===== config.mk =====
export PLATFORM = sky130hd
export DESIGN_NAME = cpu_clkgen
export DESIGN_NICKNAME = d
export VERILOG_FILES = /design/src/rtl/cpu_clkgen.sv
export SDC_FILE = /design/constraint.sdc
export NUM_CORES = 1
export LEC_CHECK = 0
export BUFFER_PORTS_ARGS = -buffer_cell sky130_fd_sc_hd__buf_2
export CAP_MARGIN = 10
export CORE_MARGIN = 3
export CORE_UTILIZATION = 50
export CTS_CLUSTER_DIAMETER = 50
export CTS_CLUSTER_SIZE = 30
export DETAILED_ROUTE_END_ITERATION = 7
export PLACE_DENSITY = 0.76
export SETUP_SLACK_MARGIN = 0.2
export SLEW_MARGIN = 20
export SYNTH_ARGS = -nofsm -noshare
export SYNTH_HDL_FRONTEND = slang
export SYNTH_SLANG_ARGS = --single-unit

===== constraint.sdc =====
create_clock -name clock -period 1.6 [get_ports clock]
set_clock_uncertainty 0.15 [all_clocks]
set_input_delay 0.32 -clock clock [delete_from_list [all_inputs] [get_ports clock]]
set_output_delay 0.32 -clock clock [all_outputs]
set_load 0.1 [all_outputs]

===== src/rtl/cpu_clkgen.sv =====
// Z80 clock-enable generator: complementary cep/cen phase enables from the system
// clock with a runtime divider and freeze, plus WAIT_n insertion on memory/I/O accesses.
module cpu_clkgen #(
  parameter int DIV_W = 4,
  parameter int WS_W  = 3
) (
  input  logic             clock,
  input  logic             reset,
  input  logic [DIV_W-1:0] div,
  input  logic             hold,
  input  logic             mreq,
  input  logic             iorq,
  input  logic [WS_W-1:0]  ws_mem,
  input  logic [WS_W-1:0]  ws_io,
  output logic             cep,
  output logic             cen,
  output logic             wait_n
);

  logic [DIV_W-1:0] cnt_q, cnt_d;
  logic             phase_q, phase_d;
  logic             cep_q, cep_d;
  logic             cen_q, cen_d;
  logic [WS_W-1:0]  wcnt_q, wcnt_d;
  logic             mreq_q, mreq_d;
  logic             iorq_q, iorq_d;
  logic             wait_q, wait_d;
  logic             wrap_s;
  logic             io_start_s;
  logic             mem_start_s;

  // Divider: a wrap issues the enable of the current phase, then flips the phase.
  // After div is lowered below cnt, the counter simply runs on and wraps naturally.
  always_comb begin
    cnt_d   = cnt_q;
    phase_d = phase_q;
    cep_d   = 1'b0;
    cen_d   = 1'b0;
    wrap_s  = (cnt_q == div);
    if (hold) begin
      cnt_d   = cnt_q;
      phase_d = phase_q;
    end else if (wrap_s) begin
      cnt_d   = {DIV_W{1'b0}};
      phase_d = ~phase_q;
      cep_d   = ~phase_q;
      cen_d   = phase_q;
    end else begin
      cnt_d   = cnt_q + DIV_W'(1);
      phase_d = phase_q;
    end
  end

  // Wait-state counter: strobes are sampled in the cep cycle, decrements happen in
  // the cen cycle; the two never coincide so a load can never race a decrement.
  always_comb begin
    mreq_d      = mreq_q;
    iorq_d      = iorq_q;
    wcnt_d      = wcnt_q;
    io_start_s  = iorq_q & ~iorq;
    mem_start_s = mreq_q & ~mreq;
    if (cep_q) begin
      mreq_d = mreq;
      iorq_d = iorq;
      if (io_start_s) begin
        wcnt_d = ws_io;
      end else if (mem_start_s) begin
        wcnt_d = ws_mem;
      end else begin
        wcnt_d = wcnt_q;
      end
    end else if (cen_q && (wcnt_q != {WS_W{1'b0}})) begin
      wcnt_d = wcnt_q - WS_W'(1);
    end else begin
      wcnt_d = wcnt_q;
    end
    wait_d = (wcnt_d == {WS_W{1'b0}});
  end

  // State and registered outputs.
  always_ff @(posedge clock or posedge reset) begin
    if (reset) begin
      cnt_q   <= {DIV_W{1'b0}};
      phase_q <= 1'b0;
      cep_q   <= 1'b0;
      cen_q   <= 1'b0;
      wcnt_q  <= {WS_W{1'b0}};
      mreq_q  <= 1'b1;
      iorq_q  <= 1'b1;
      wait_q  <= 1'b1;
    end else begin
      cnt_q   <= cnt_d;
      phase_q <= phase_d;
      cep_q   <= cep_d;
      cen_q   <= cen_d;
      wcnt_q  <= wcnt_d;
      mreq_q  <= mreq_d;
      iorq_q  <= iorq_d;
      wait_q  <= wait_d;
    end
  end

  assign cep    = cep_q;
  assign cen    = cen_q;
  assign wait_n = wait_q;

endmodule


==> metrics.txt <==
# TYPE chip_impl_metric gauge
chip_impl_metric{name="grt_pass1_vias",unit=""} 611
chip_impl_info{name="critical_path.endpoint_type",value="flip-flop"} 1
chip_impl_info{name="synth.largest_area_cell",value="sky130_fd_sc_hd__dfrtp_1"} 1
chip_impl_info{name="hp_class",value="input port to flip-flop"} 1
chip_impl_info{name="cp_slowest_cell",value="sky130_fd_sc_hd__dfstp_2"} 1
chip_impl_metric{name="timing.critical_path.fanout_max",unit=""} 3
chip_impl_metric{name="max-cap-violations",unit=""} 0
chip_impl_metric{name="post-route-period-util",unit="%"} 98.3
chip_impl_metric{name="clock_pin_transition_on_the_worst_setup_and_hold_timing_paths",unit="ns"} 0.08
chip_impl_metric{name="maximum_number_of_pins_on_one_net_before_global_route_repair",unit=""} 14
chip_impl_metric{name="final_nets",unit=""} 112
chip_impl_info{name="critical_path.endpoint",value="wait_n"} 1
chip_impl_metric{name="area.sequential",unit="sq um"} 335
chip_impl_metric{name="fill_cells",unit=""} 69
chip_impl_metric{name="timing.final.max_slew_violations",unit=""} 0
chip_impl_info{name="run_status",value="finished clean"} 1
chip_impl_info{name="cp-startpoint",value="mreq_q"} 1
chip_impl_metric{name="postRouteAntennaNets",unit=""} 0
chip_impl_metric{name="synthesis.area_per_instance",unit="sq um"} 11.3
chip_impl_metric{name="post_route_drc",unit=""} 0
chip_impl_metric{name="post_route_cells_drive_above_1_share",unit="%"} 51.6
chip_impl_metric{name="final_core_area_utilization",unit="%"} 83.5
chip_impl_metric{name="power.net_switching",unit="uW"} 684
chip_impl_metric{name="finalHoldViolCount",unit=""} 0
chip_impl_metric{name="seqPwrFrac",unit="%"} 37.1
chip_impl_metric{name="cellPowerDensity",unit="nW/um^2"} 1690
chip_impl_metric{name="postSynthRegisterBits",unit=""} 13
chip_impl_metric{name="dr.first_iter.drc_count",unit=""} 12
chip_impl_metric{name="grt-ovfl-total",unit=""} 0
chip_impl_metric{name="leakage_dissipation",unit="uW"} 0.000476
chip_impl_metric{name="port_buffers",unit=""} 17
chip_impl_metric{name="detail_route.wirelength",unit="microns"} 1550
chip_impl_metric{name="post_dp_cell_area",unit="sq um"} 868
chip_impl_metric{name="syn_inst",unit=""} 63
chip_impl_metric{name="worst_skew_pair.late_latency",unit="ns"} 0.27
chip_impl_metric{name="initial_core_util",unit="%"} 58.6
chip_impl_metric{name="grt_pass1_wl",unit="microns"} 2530
chip_impl_metric{name="timing.fmax",unit="MHz"} 636
chip_impl_metric{name="fin_crit",unit="ns"} 1.57
chip_impl_metric{name="yosys.area.top_type_share",unit="%"} 35.1
chip_impl_metric{name="layout-area-overhead-vs-synth",unit="%"} 42.5
chip_impl_info{name="cts_tree",value="built"} 1
chip_impl_info{name="critical_path.cell_chain",value="nor2b_4 -> mux2i_1 -> a21oi_1 -> o21bai_4 -> nor3_2"} 1
chip_impl_metric{name="dieArea",unit="sq um"} 1920
chip_impl_metric{name="critical_path.max_stage_delay",unit="ns"} 0.53
chip_impl_metric{name="mappedNetlistNets",unit=""} 81
chip_impl_metric{name="ioPinCount",unit=""} 18
chip_impl_metric{name="hold_path_cells",unit=""} 2
chip_impl_info{name="dominant_synthesized_flop_cell",value="sky130_fd_sc_hd__dfrtp_1"} 1
chip_impl_metric{name="syn_area",unit="sq um"} 713
chip_impl_metric{name="h_tree_lvls",unit=""} 1
chip_impl_metric{name="actual_transition_at_the_worst_max_transition_pin",unit="ns"} 0.478
chip_impl_metric{name="cp_data_required_time",unit="ns"} 1.65
chip_impl_metric{name="hold_ws",unit="ns"} 0.135
chip_impl_metric{name="synth-edff-count",unit=""} 0
chip_impl_info{name="cts_root_buffer",value="sky130_fd_sc_hd__clkbuf_4"} 1
chip_impl_metric{name="ys_warn_count",unit=""} 0
chip_impl_metric{name="cell_internal_pwr",unit="uW"} 1040
chip_impl_metric{name="crit_arrival",unit="ns"} 1.62
chip_impl_metric{name="irDropWorstVdd",unit="uV"} 999
chip_impl_metric{name="drt-wirelength-per-cell",unit="microns"} 14.5
chip_impl_metric{name="pwr-share-comb",unit="%"} 51.4
chip_impl_info{name="rr_startpoint",value="mreq_q"} 1
chip_impl_metric{name="reg2reg_setup_slack",unit="ns"} 0.03
chip_impl_metric{name="cts.path.max_buffers",unit=""} 2
chip_impl_metric{name="clkSinkCount",unit=""} 13
chip_impl_metric{name="route.vias.total",unit=""} 563
chip_impl_info{name="synth_top_cells_by_area",value="sky130_fd_sc_hd__dfrtp_1 35%, sky130_fd_sc_hd__dfstp_2 11%, sky130_fd_sc_hd__mux2i_1 7.0%"} 1
chip_impl_metric{name="swShare",unit="%"} 39.7
chip_impl_metric{name="drtPass1Iterations",unit=""} 4
chip_impl_metric{name="finalSetupViolations",unit=""} 0
chip_impl_metric{name="worst_r2r_path_depth",unit=""} 5
chip_impl_metric{name="synth-seq-area-share",unit="%"} 46.1
chip_impl_metric{name="power.share.clock",unit="%"} 11.5
chip_impl_metric{name="detailed_place_hpwl",unit="microns"} 1020
chip_impl_metric{name="total_clock_buffers_created_by_cts",unit=""} 3
chip_impl_info{name="worstSetupStartpointType",value="flip-flop"} 1
chip_impl_info{name="path_class",value="flip-flop to flip-flop"} 1
chip_impl_metric{name="routabilityCongestion",unit=""} 0.774
chip_impl_info{name="regToRegEndpoint",value="wait_n"} 1
chip_impl_metric{name="synth_cell_types",unit=""} 27
chip_impl_metric{name="floorplan.die.height",unit="microns"} 43.8
chip_impl_metric{name="floorplan.core_area",unit="sq um"} 1220
chip_impl_metric{name="fp-row-count",unit=""} 12
chip_impl_metric{name="antenna_found_initial",unit=""} 0
chip_impl_metric{name="floorplan.die.width",unit="microns"} 43.8
chip_impl_metric{name="slew_headroom",unit="%"} 68.1
chip_impl_metric{name="insertedDiodeCount",unit=""} 0
chip_impl_metric{name="vias_per_cell",unit=""} 5.26
chip_impl_metric{name="multiInputGateArea",unit="sq um"} 414
chip_impl_metric{name="post_layout_total_power",unit="uW"} 1720
chip_impl_info{name="grt_setup_unrepaired",value="yes"} 1
chip_impl_metric{name="ys_async_sr_fraction",unit="%"} 100
chip_impl_metric{name="finish.instance_area",unit="sq um"} 1020
chip_impl_metric{name="grtUsageTotal",unit="%"} 17.5
==> critical path: cells and delay by family (launching register included) <==
kind | cells | cell delay, ns
AO/OA/AOI/OAI | 2 | 0.27
AND/OR/NAND/NOR | 2 | 0.35
multiplexers | 1 | 0.19
flip-flops | 1 | 0.53
==> logic make-up (layout without fill, tap and decap cells) <==
logic type / after synthesis / after routing / share of synthesized area (%)
compound gates: 11 / 11 / 10.4
xor+xnor: 9 / 9 / 11.1
fa+ha+maj: 3 / 3 / 5.26
buf+inv: 5 / 35 / 2.63
flops: 13 / 13 / 46.1
mux: 7 / 7 / 10.2
simple gates: 15 / 15 / 14.4
==> what timing repair did <==
action / CTS / global route
endpoints found under the setup margin: 9 / 12
setup buffers: 5 / 3
pin swaps: 0 / 14
hold buffers: 1 / 0
hold endpoints to repair: 10 / 0
gates resized for setup: 3 / 9
==> power by group through the flow <==
stage | clock network, uW | logic (uW) | registers, uW
after CTS | 199 | 771 | 616
after global placement | 0 | 643 | 628
after global routing | 220 | 975 | 654
after floorplan | 0 | 400 | 714
after detailed placement | 0 | 669 | 634
final | 197 | 885 | 639
==> Yosys cell counts (2+ instances only) <==
cell and number:
sky130_fd_sc_hd__inv_1 4, sky130_fd_sc_hd__o21ai_1 2, sky130_fd_sc_hd__dfstp_2 3, sky130_fd_sc_hd__xnor2_1 5, sky130_fd_sc_hd__mux2i_1 5, sky130_fd_sc_hd__a21o_1 2, sky130_fd_sc_hd__nor2_1 4, sky130_fd_sc_hd__xor2_1 4
sky130_fd_sc_hd__ha_1 3, sky130_fd_sc_hd__dfrtp_1 10, sky130_fd_sc_hd__a21oi_1 4, sky130_fd_sc_hd__mux2_1 2
==> sequential cells by signal, summed over array words and instances, names as in the netlist <==
signal and count:
cnt_q 4, wcnt_q 3, cen 1, cep 1, iorq_q 1, mreq_q 1, phase_q 1, wait_n 1
==> per-stage QoR <==
| stage | std cells | worst slack [ns] | setup TNS (ns) |
|---|---|---|---|
| finish | 107 | 0.0269 | 0 |
| global route | 107 | -0.0772 | -0.0772 |
| CTS | 104 | 0.0255 | 0 |
| detailed placement | 94 | 0.0252 | 0 |
| global placement | 94 | 0.0532 | 0 |
| floorplan | 63 | 0.136 | 0 |
==> cell type report <==
cell class              instances  share of cell area, %
multi-input cells              45                   40.8
flip-flops and latches         13                   33.0
repair buffers                 26                   20.1
clock buffers                   4                   2.59
inverters                       5                   1.85
well taps                      14                   1.72
==> cells in the final DEF (no fill, tap or decap), drive strengths merged <==
cell	instances
a21o	2
a21oi	4
and2	1
buf	25
clkbuf	4
dfrtp	10
dfstp	3
dlygate4sd3	1
ha	3
inv	5
mux2	2
mux2i	5
nand2	1
nand2b	1
nand3	1
nand4b	1
nor2	4
nor2b	2
nor3	3
nor4	1
o21ai	4
o21bai	1
xnor2	5
xor2	4
==> worst min-delay path by stage <==
stage                      from  endpoint  slack, ns
after CTS                  iorq    iorq_q       0.14
after detailed placement  reset  cnt_q[3]       0.21
after global routing       iorq    iorq_q       0.15
after floorplan           reset  cnt_q[0]       0.04
after global placement    reset  cnt_q[3]       0.20
final                      iorq    iorq_q       0.14
==> per-layer routing <==
layer	wire [microns]	vias up	share of wire (%)	global-route usage, %
met5	0	-	0	0
met4	58	0	3.7	11.4
met3	72	10	4.7	4.15
met2	796	18	51	30.2
met1	620	261	40	18.6
li1	-	274	-	-
(Power assumes the default switching activity.)
